## src/rtl/trace_capture.sv

```systemverilog
// Retirement-trace monitor: packs CPU writeback/memory events into a circular
// buffer drained over valid/ready, with cycle/instruction counters and a watchdog.
module trace_capture #(
  parameter int unsigned DATA_W  = 16,
  parameter int unsigned ADDR_W  = 16,
  parameter int unsigned REG_W   = 4,
  parameter int unsigned DEPTH   = 16,
  parameter int unsigned CNT_W   = 32,
  parameter int unsigned WRAP    = 0,
  parameter int unsigned TIMEOUT = 100000
) (
  input  logic              clk,
  input  logic              rst_n,
  input  logic              en,
  input  logic [ADDR_W-1:0] pc,
  input  logic              reg_we,
  input  logic [REG_W-1:0]  reg_dst,
  input  logic [DATA_W-1:0] reg_data,
  input  logic              mem_re,
  input  logic              mem_we,
  input  logic [ADDR_W-1:0] mem_addr,
  input  logic [DATA_W-1:0] mem_wdata,
  input  logic [DATA_W-1:0] mem_rdata,
  input  logic              hlt,
  output logic              rd_valid,
  input  logic              rd_ready,
  output logic [3:0]        rd_flags,
  output logic [ADDR_W-1:0] rd_pc,
  output logic [REG_W-1:0]  rd_reg,
  output logic [DATA_W-1:0] rd_reg_data,
  output logic [ADDR_W-1:0] rd_mem_addr,
  output logic [DATA_W-1:0] rd_mem_data,
  output logic [CNT_W-1:0]  cycle_cnt,
  output logic [CNT_W-1:0]  inst_cnt,
  output logic [CNT_W-1:0]  drop_cnt,
  output logic              overflow,
  output logic              done,
  output logic              timeout
);

  localparam int unsigned PTR_W = $clog2(DEPTH);
  localparam int unsigned OCC_W = PTR_W + 1;

  typedef enum logic [1:0] {RUN, DRAIN, DONE, TMO} traceState;

  traceState state, stateNext;

  logic [PTR_W-1:0] wrPtr, wrPtrNext, rdPtr, rdPtrNext;
  logic [OCC_W-1:0] count, countNext;
  logic [CNT_W-1:0] cycleNext, instNext, dropNext;
  logic             overflowNext;

  logic              active, push, pop, full, notEmpty, doWrite;
  logic [3:0]        evFlags;
  logic [DATA_W-1:0] evMemData;

  logic [3:0]        memFlags   [DEPTH];
  logic [ADDR_W-1:0] memPc      [DEPTH];
  logic [REG_W-1:0]  memReg     [DEPTH];
  logic [DATA_W-1:0] memRegData [DEPTH];
  logic [ADDR_W-1:0] memAddr    [DEPTH];
  logic [DATA_W-1:0] memData    [DEPTH];

  logic [3:0]        headFlags;
  logic [ADDR_W-1:0] headPc;
  logic [REG_W-1:0]  headReg;
  logic [DATA_W-1:0] headRegData;
  logic [ADDR_W-1:0] headMemAddr;
  logic [DATA_W-1:0] headMemData;

  function automatic logic [CNT_W-1:0] satInc(input logic [CNT_W-1:0] v);
    return (&v) ? v : v + CNT_W'(1);
  endfunction

  // Event decode
  always_comb begin
    active    = (state == RUN) && en;
    evFlags   = {hlt, mem_re, mem_we, reg_we};
    evMemData = mem_re ? mem_rdata : mem_wdata;
    push      = active && (evFlags != 4'b0000);
    notEmpty  = (count != '0);
    pop       = notEmpty && rd_ready;
    full      = (count == OCC_W'(DEPTH));
  end

  // Next-state, pointer, occupancy and counter logic
  always_comb begin
    stateNext    = state;
    wrPtrNext    = wrPtr;
    rdPtrNext    = rdPtr;
    countNext    = count;
    cycleNext    = cycle_cnt;
    instNext     = inst_cnt;
    dropNext     = drop_cnt;
    overflowNext = overflow;
    doWrite      = 1'b0;

    if (active) begin
      cycleNext = satInc(cycle_cnt);
      if (hlt || reg_we || mem_we) begin
        instNext = satInc(inst_cnt);
      end
    end

    if (push) begin
      if (pop) begin
        doWrite   = 1'b1;
        wrPtrNext = wrPtr + PTR_W'(1);
        rdPtrNext = rdPtr + PTR_W'(1);
      end else if (!full) begin
        doWrite   = 1'b1;
        wrPtrNext = wrPtr + PTR_W'(1);
        countNext = count + OCC_W'(1);
      end else begin
        dropNext     = satInc(drop_cnt);
        overflowNext = 1'b1;
        // Overwrite mode: write lands on the oldest slot and the head moves past it
        if (WRAP != 0) begin
          doWrite   = 1'b1;
          wrPtrNext = wrPtr + PTR_W'(1);
          rdPtrNext = rdPtr + PTR_W'(1);
        end
      end
    end else if (pop) begin
      rdPtrNext = rdPtr + PTR_W'(1);
      countNext = count - OCC_W'(1);
    end

    case (state)
      RUN: begin
        if (active && hlt) begin
          stateNext = DRAIN;
        end else if (active && (cycleNext >= CNT_W'(TIMEOUT))) begin
          stateNext = TMO;
        end
      end
      DRAIN: begin
        if (countNext == '0) begin
          stateNext = DONE;
        end
      end
      default: stateNext = state;
    endcase
  end

  // Entry presented after this edge; bypass when the new write lands at the head
  always_comb begin
    headFlags   = memFlags[rdPtrNext];
    headPc      = memPc[rdPtrNext];
    headReg     = memReg[rdPtrNext];
    headRegData = memRegData[rdPtrNext];
    headMemAddr = memAddr[rdPtrNext];
    headMemData = memData[rdPtrNext];
    if (doWrite && (wrPtr == rdPtrNext)) begin
      headFlags   = evFlags;
      headPc      = pc;
      headReg     = reg_dst;
      headRegData = reg_data;
      headMemAddr = mem_addr;
      headMemData = evMemData;
    end
  end

  always_ff @(posedge clk) begin
    if (doWrite) begin
      memFlags[wrPtr]   <= evFlags;
      memPc[wrPtr]      <= pc;
      memReg[wrPtr]     <= reg_dst;
      memRegData[wrPtr] <= reg_data;
      memAddr[wrPtr]    <= mem_addr;
      memData[wrPtr]    <= evMemData;
    end
  end

  always_ff @(posedge clk or negedge rst_n) begin
    if (!rst_n) begin
      state <= RUN;
    end else begin
      state <= stateNext;
    end
  end

  always_ff @(posedge clk or negedge rst_n) begin
    if (!rst_n) begin
      wrPtr       <= '0;
      rdPtr       <= '0;
      count       <= '0;
      cycle_cnt   <= '0;
      inst_cnt    <= '0;
      drop_cnt    <= '0;
      overflow    <= 1'b0;
      done        <= 1'b0;
      timeout     <= 1'b0;
      rd_valid    <= 1'b0;
      rd_flags    <= '0;
      rd_pc       <= '0;
      rd_reg      <= '0;
      rd_reg_data <= '0;
      rd_mem_addr <= '0;
      rd_mem_data <= '0;
    end else begin
      wrPtr     <= wrPtrNext;
      rdPtr     <= rdPtrNext;
      count     <= countNext;
      cycle_cnt <= cycleNext;
      inst_cnt  <= instNext;
      drop_cnt  <= dropNext;
      overflow  <= overflowNext;
      done      <= (stateNext == DONE);
      timeout   <= (stateNext == TMO);
      rd_valid  <= (countNext != '0);
      if (countNext != '0) begin
        rd_flags    <= headFlags;
        rd_pc       <= headPc;
        rd_reg      <= headReg;
        rd_reg_data <= headRegData;
        rd_mem_addr <= headMemAddr;
        rd_mem_data <= headMemData;
      end
    end
  end

endmodule

```

## config.mk

```make
export PLATFORM = sky130hd
export DESIGN_NAME = trace_capture
export DESIGN_NICKNAME = d
export VERILOG_FILES = /design/src/rtl/trace_capture.sv
export SDC_FILE = /design/constraint.sdc
export NUM_CORES = 2
export LEC_CHECK = 0
export CORE_ASPECT_RATIO = 0.7
export CORE_UTILIZATION = 25
export DETAILED_ROUTE_END_ITERATION = 6
export PLACE_DENSITY_LB_ADDON = 0.1
export SLEW_MARGIN = 20
export SYNTH_ARGS = -nofsm -noshare
export SYNTH_HDL_FRONTEND = slang
export SYNTH_SLANG_ARGS = --single-unit
```

## constraint.sdc

```tcl
create_clock -name clk -period 15.6 [get_ports clk]
set_clock_uncertainty 0.15 [all_clocks]
set_input_delay 2.34 -clock clk [delete_from_list [all_inputs] [get_ports clk]]
set_output_delay 2.34 -clock clk [all_outputs]
set_load 0.05 [all_outputs]
```

* Yosys cells after proc, flatten, opt, wreduce, memory -nomap -nowiden
Memory sizes are Yosys's and may differ from the RTL's. A register that Yosys moved wholly into a read port is not among the register bits.
Cells that the tools add are included.
Widths: inputs -> output; s select.
** Cells by class
- Add/subtract/negate cells :: 7
- Multipliers :: 0
- Div/mod/pow operators :: 0
- Magnitude comparators :: 1
- Eq/ne operators :: 5
- Shift-type cells :: 0
- Mux-type cells :: 19
- Bitwise operators :: 3
- Reduce and logical (&&, ||, !) cells :: 25
** Operator list (count)
- $add 32x1->32 const B :: 3
- $reduce_and 32->1 :: 3
- $mux 32 :: 2
- $ge 32x17->1 const B :: 1
- $mux 5 :: 4
- $mux 16 :: 1
- $mux 4 :: 3
- $reduce_bool 5->1 :: 2
- $add 4x1->4 const B :: 2
- $logic_not 1->1 :: 6
- $mux 2 :: 3
- $reduce_and 3->1 :: 2
- $add 5x1->5 const B :: 1
- $eq 5x5->1 const B :: 1
- $logic_and 1x1->1 :: 5
- $logic_not 5->1 :: 1
- $mux 1 :: 5
- $sub 5x1->5 const B :: 1
- $eq 2x2->1 const B :: 2
- $pmux 2 s2 :: 1
- $reduce_and 4->1 :: 1
- $reduce_bool 4->1 :: 1
- $not 1->1 :: 3
- $eq 2x1->1 const B :: 1
- 4 further kinds :: 5
** Storage, ports and cells
- Bits in registers :: 115
- Bits in latches :: 0
- Bits in writable memories :: 1152
- Memory bits (read-only) :: 0
- Input bits :: 92
- Logic and storage cells :: 77
- Memories kept :: 6
** Memory list
- memAddr :: depth 16, bits a word 16, rd ports 1, clocked after Yosys merged registers in 1, wr ports 1, line 61 : logic [ADDR_W-1:0] memAddr [DEPTH];
- memData :: depth 16, bits a word 16, rd ports 1, clocked after Yosys merged registers in 1, wr ports 1, line 62 : logic [DATA_W-1:0] memData [DEPTH];
- memPc :: depth 16, bits a word 16, rd ports 1, clocked after Yosys merged registers in 1, wr ports 1, line 58 : logic [ADDR_W-1:0] memPc [DEPTH];
- memRegData :: depth 16, bits a word 16, rd ports 1, clocked after Yosys merged registers in 1, wr ports 1, line 60 : logic [DATA_W-1:0] memRegData [DEPTH];
- memFlags :: depth 16, bits a word 4, rd ports 1, clocked after Yosys merged registers in 1, wr ports 1, line 57 : logic [3:0] memFlags [DEPTH];
- memReg :: depth 16, bits a word 4, rd ports 1, clocked after Yosys merged registers in 1, wr ports 1, line 59 : logic [REG_W-1:0] memReg [DEPTH];

* Logic depth before layout (Yosys ltp)
- Word-level depth :: 9
- Depth in mapped cells :: 15

* Least setup slack after synthesis
No wires, ideal clock.
- Path kind :: input to register
- Start point :: input port en
- End point :: memory memAddr[1][0], enable pin
- Setup time :: 0.679 ns
- Arrival :: 10.046 ns
- Data required time :: 14.771 ns
- Path slack :: 4.725 ns
- Cell stages on the path :: 5
- Buffers on the path :: 1
- Path through :: or3b_4 buf_6 nor2_1 nand2_1 nor4_1
** On the way
- Word-level cells in the longest chain between the ends :: 5
** RTL lines
- from (decl) :: line 14 : input logic en,
- $logic_and 1x1->1 :: line 77 : active = (state == RUN) && en;
- $logic_and 1x1->1 :: line 80 : push = active && (evFlags != 4'b0000);
- $mux 1 :: line 105 : if (push) begin
- $mux 1 :: line 165 : if (doWrite) begin
- $mux 1 (not written as such) :: line 170 : memAddr[wrPtr] <= mem_addr;
- to (decl) :: line 61
No other way between the ends.

* Worst setup path in the final report
- Start point :: input port rd_ready
- End point :: register rd_reg[3], read port of memReg
** On the way
- Word-level cells in the longest chain between the ends :: 4
** RTL lines
- from (decl) :: line 26 : input logic rd_ready,
- $logic_and 1x1->1 * :: line 82 : pop = notEmpty && rd_ready;
- $mux 5 (on tied branches) :: line 124, 106
- $mux 5 :: line 105
- $reduce_bool 5->1 :: line 212 : if (countNext != '0) begin
- to (decl) :: line 29 : output logic [REG_W-1:0] rd_reg,
Every way passes the cells marked *; elsewhere a longest branch is shown, timed or not.
A chain may end at the register's enable or synchronous reset.

==> results.sh <==
export IMPL_status="finished, final reports clean"
export IMPL_grt_pass1_wl_um=236000
export IMPL_fin_crit_ps=7000
export IMPL_worst_endpoint_arrival_ps=7480
export IMPL_finalSetupTns_ps=0
export IMPL_synth_edf_count=1152
export IMPL_num_rows=140
export IMPL_grt_pass1_vias=29900
export IMPL_drc_errors=0
export IMPL_final_area_sq_um=63500
export IMPL_dr_pass1_iters=5
export IMPL_yosys_warnings=0
export IMPL_die_area_sq_um=212000
export IMPL_ys_ff_latch=1339
export IMPL_design_core_area_sq_um=208000
export IMPL_setup_violations_final=0
export IMPL_numPortBuffers=263
export IMPL_drive_above_1_share_pct=15.7
export IMPL_rsz0062_at_grt="false"
export IMPL_power_density_nw_per_um2=189
export IMPL_place_hpwl_um=85300
export IMPL_cts_hold_buf=0
export IMPL_slowest_delay_ps=770
export IMPL_cts_resized=0
export IMPL_worst_ep_required_time_ps=16080
export IMPL_cp_slowest_cell="buf_4"
export IMPL_ioPinCount=264
export IMPL_final_hold_violation_count=0
export IMPL_postCtsSetupBuffers=0
export IMPL_crit_type="input pin to register"
export IMPL_start_util_pct=25.2
export IMPL_syn_to_final_growth_pct=20.9
export IMPL_cts_root_buf="clkbuf_16"
export IMPL_gr_total_overflow=0
export IMPL_synth_seq_area_share_pct=74.8
export IMPL_clock_latency_ps=780
export IMPL_syn_inst=3070
export IMPL_report_final_slew_viol_count=0
export IMPL_p_leak_nw=20.6
export IMPL_hold_class="register to register"
export IMPL_async_reset_ff_share_pct=14.0
export IMPL_drtIter0Drc=2243
export IMPL_htree_levels=4
export IMPL_syn_area_sq_um=52500
export IMPL_cts_sinks=1339
export IMPL_dpl_instance_area_sq_um=58600
export IMPL_gp_congestion=0.683
export IMPL_tightest_slew_ps=1090
export IMPL_dr_total_vias=29000
export IMPL_die_y_um=385
export IMPL_wl_per_cell_um=26.5
export IMPL_numCtsBuffers=154
export IMPL_critPathMaxFanout=80
export IMPL_path_clk_slew_ps=60
export IMPL_fmax_mhz=143
export IMPL_endpoint_kind="register"
export IMPL_cts_path_max_buffers=4
export IMPL_max_slew_margin_pct=27.1
export IMPL_vdd_ir_drop_max_uv=173
export IMPL_period_share_pct=44.9
export IMPL_routed_wl_um=166000
export IMPL_cts_tree="done"
export IMPL_antenna_found_initial=10
export IMPL_grt_max_degree=136
export IMPL_start_kind="input pin"
export IMPL_track_usage_pct=15.6
export IMPL_synth_fp_nets=3172
export IMPL_synthFlopType="edfxtp_1"
export IMPL_path_cells="clkdlybuf4s50_1 > nand2_1 > mux2i_4 > buf_4 > inv_8 > buf_4 > buf_4 > mux4_2 > o2111ai_1 > and3_1 > o21ai_1"
export IMPL_synth_cell_type_count=71
export IMPL_via_per_inst=4.63
export IMPL_postRouteAntennaNets=0
export IMPL_fin_nets=3485
export IMPL_avgSynthCellArea_sq_um=17.1
export IMPL_cap_violations=0
export IMPL_die_w_um=550
export IMPL_cpMostUsedCell="buf_4"
-- metal layers --
metal / GRT usage [%] / wire length [um] / up-vias
li1: - / - / 12700
met1: 23.4 / 82100 / 15500
met2: 24.1 / 74900 / 592
met3: 2.33 / 6670 / 176
met4: 2.92 / 2490 / 2
met5: 0 / 11 / -
-- report_power, final --
part	internal, mW	leakage [nW]	total [mW]	switching, mW
Sequential	4.04	12.8	4.20	0.159
Combinational	1.59	5.48	4.23	2.64
Clock	2.09	2.36	3.55	1.46
-- cells by family (layout without fill, tap and decap cells) --
group	after synthesis	after routing	synth area share, %
mux	240	240	9.77
flops	1339	1339	74.8
buf+inv	189	615	1.54
compound gates	331	331	4.21
xor+xnor	102	102	1.70
fa+ha+maj	10	10	0.238
simple gates	859	859	7.73
other cells	0	8	0
-- cell usage after synthesis, drive strengths merged, types with 12 or more instances --
master   instances  area share [%]
a22oi           73             1.0
and2            12            0.14
and3            88             1.0
buf             78            0.75
clkbuf          92            0.66
dfrtp          187             8.9
edfxtp        1152              66
inv             19            0.14
mux2            20            0.43
mux4           216             9.3
nand2          415             3.0
nand3          183             1.7
nand4           29            0.35
nor2            48            0.36
nor3            26            0.28
nor4            15            0.19
o2111ai         72             1.2
o21ai          151             1.4
xnor2           73             1.2
xor2            29            0.48
-- worst paths after layout --
| kind | startpoint | end | slack, ps | cells after the start |
|---|---|---|---|---|
| setup / recovery | rd_ready | rd_reg[3] | 8600 | 11 |
| hold / removal | overflow | overflow | 320 | 1 |
| setup reg to reg | count[1] | rd_reg[3] | 9690 | 13 |
| hold reg to reg | overflow | overflow | 320 | 1 |
| max in group asynchronous | rst_n | rd_mem_addr[14] | 12520 | 2 |
| min in group asynchronous | rst_n | rd_pc[8] | 1390 | 1 |
-- critical path, delay by kind of cell --
| kind | cells | cell delay, ps |
|---|---|---|
| and+or+nand+nor | 2 | 570 |
| buffers and inverters | 5 | 3210 |
| AOI/OAI and AO/OA | 2 | 260 |
| muxes | 2 | 870 |
-- metrics by stage --
step	hold WS, ps	util (%)	cells	power [mW]	setup slack (ps)
floorplan	367	-	3070	7.03	4720
global placement	302	28.1	5996	8.63	7580
detailed placement	307	28.1	5996	8.62	7540
CTS	319	30.5	6265	12.2	8370
global route	364	30.5	6266	12.6	8350
finish	318	30.5	6273	12.0	8600
-- layout make-up --
cell class / count / area (sq um)
Clock buffer: 210 / 4230
Multi-Input combinational cell: 1542 / 12600
Timing Repair Buffer: 327 / 3190
Fill cell: 20400 / 145000
Inverter: 19 / 81.3
Sequential cell: 1339 / 39300
Tap cell: 2769 / 3460
Antenna cell: 8 / 20.0
Clock inverter: 59 / 587
-- cells in the final DEF (no fill, tap or decap), drive strengths merged, types with 26 or more instances in the layout --
cell type and n:
o21ai 151, nand2 415, and3 88, mux4 216, dfrtp 187, buf 66
clkbuf 210, nand3 183, edfxtp 1152, clkdlybuf4s50 261, xnor2 73, nor2 48
a22oi 73, nor3 26, clkinv 43, xor2 29, o2111ai 72, nand4 29
No activity file was read; power rests on OpenSTA's default activity.
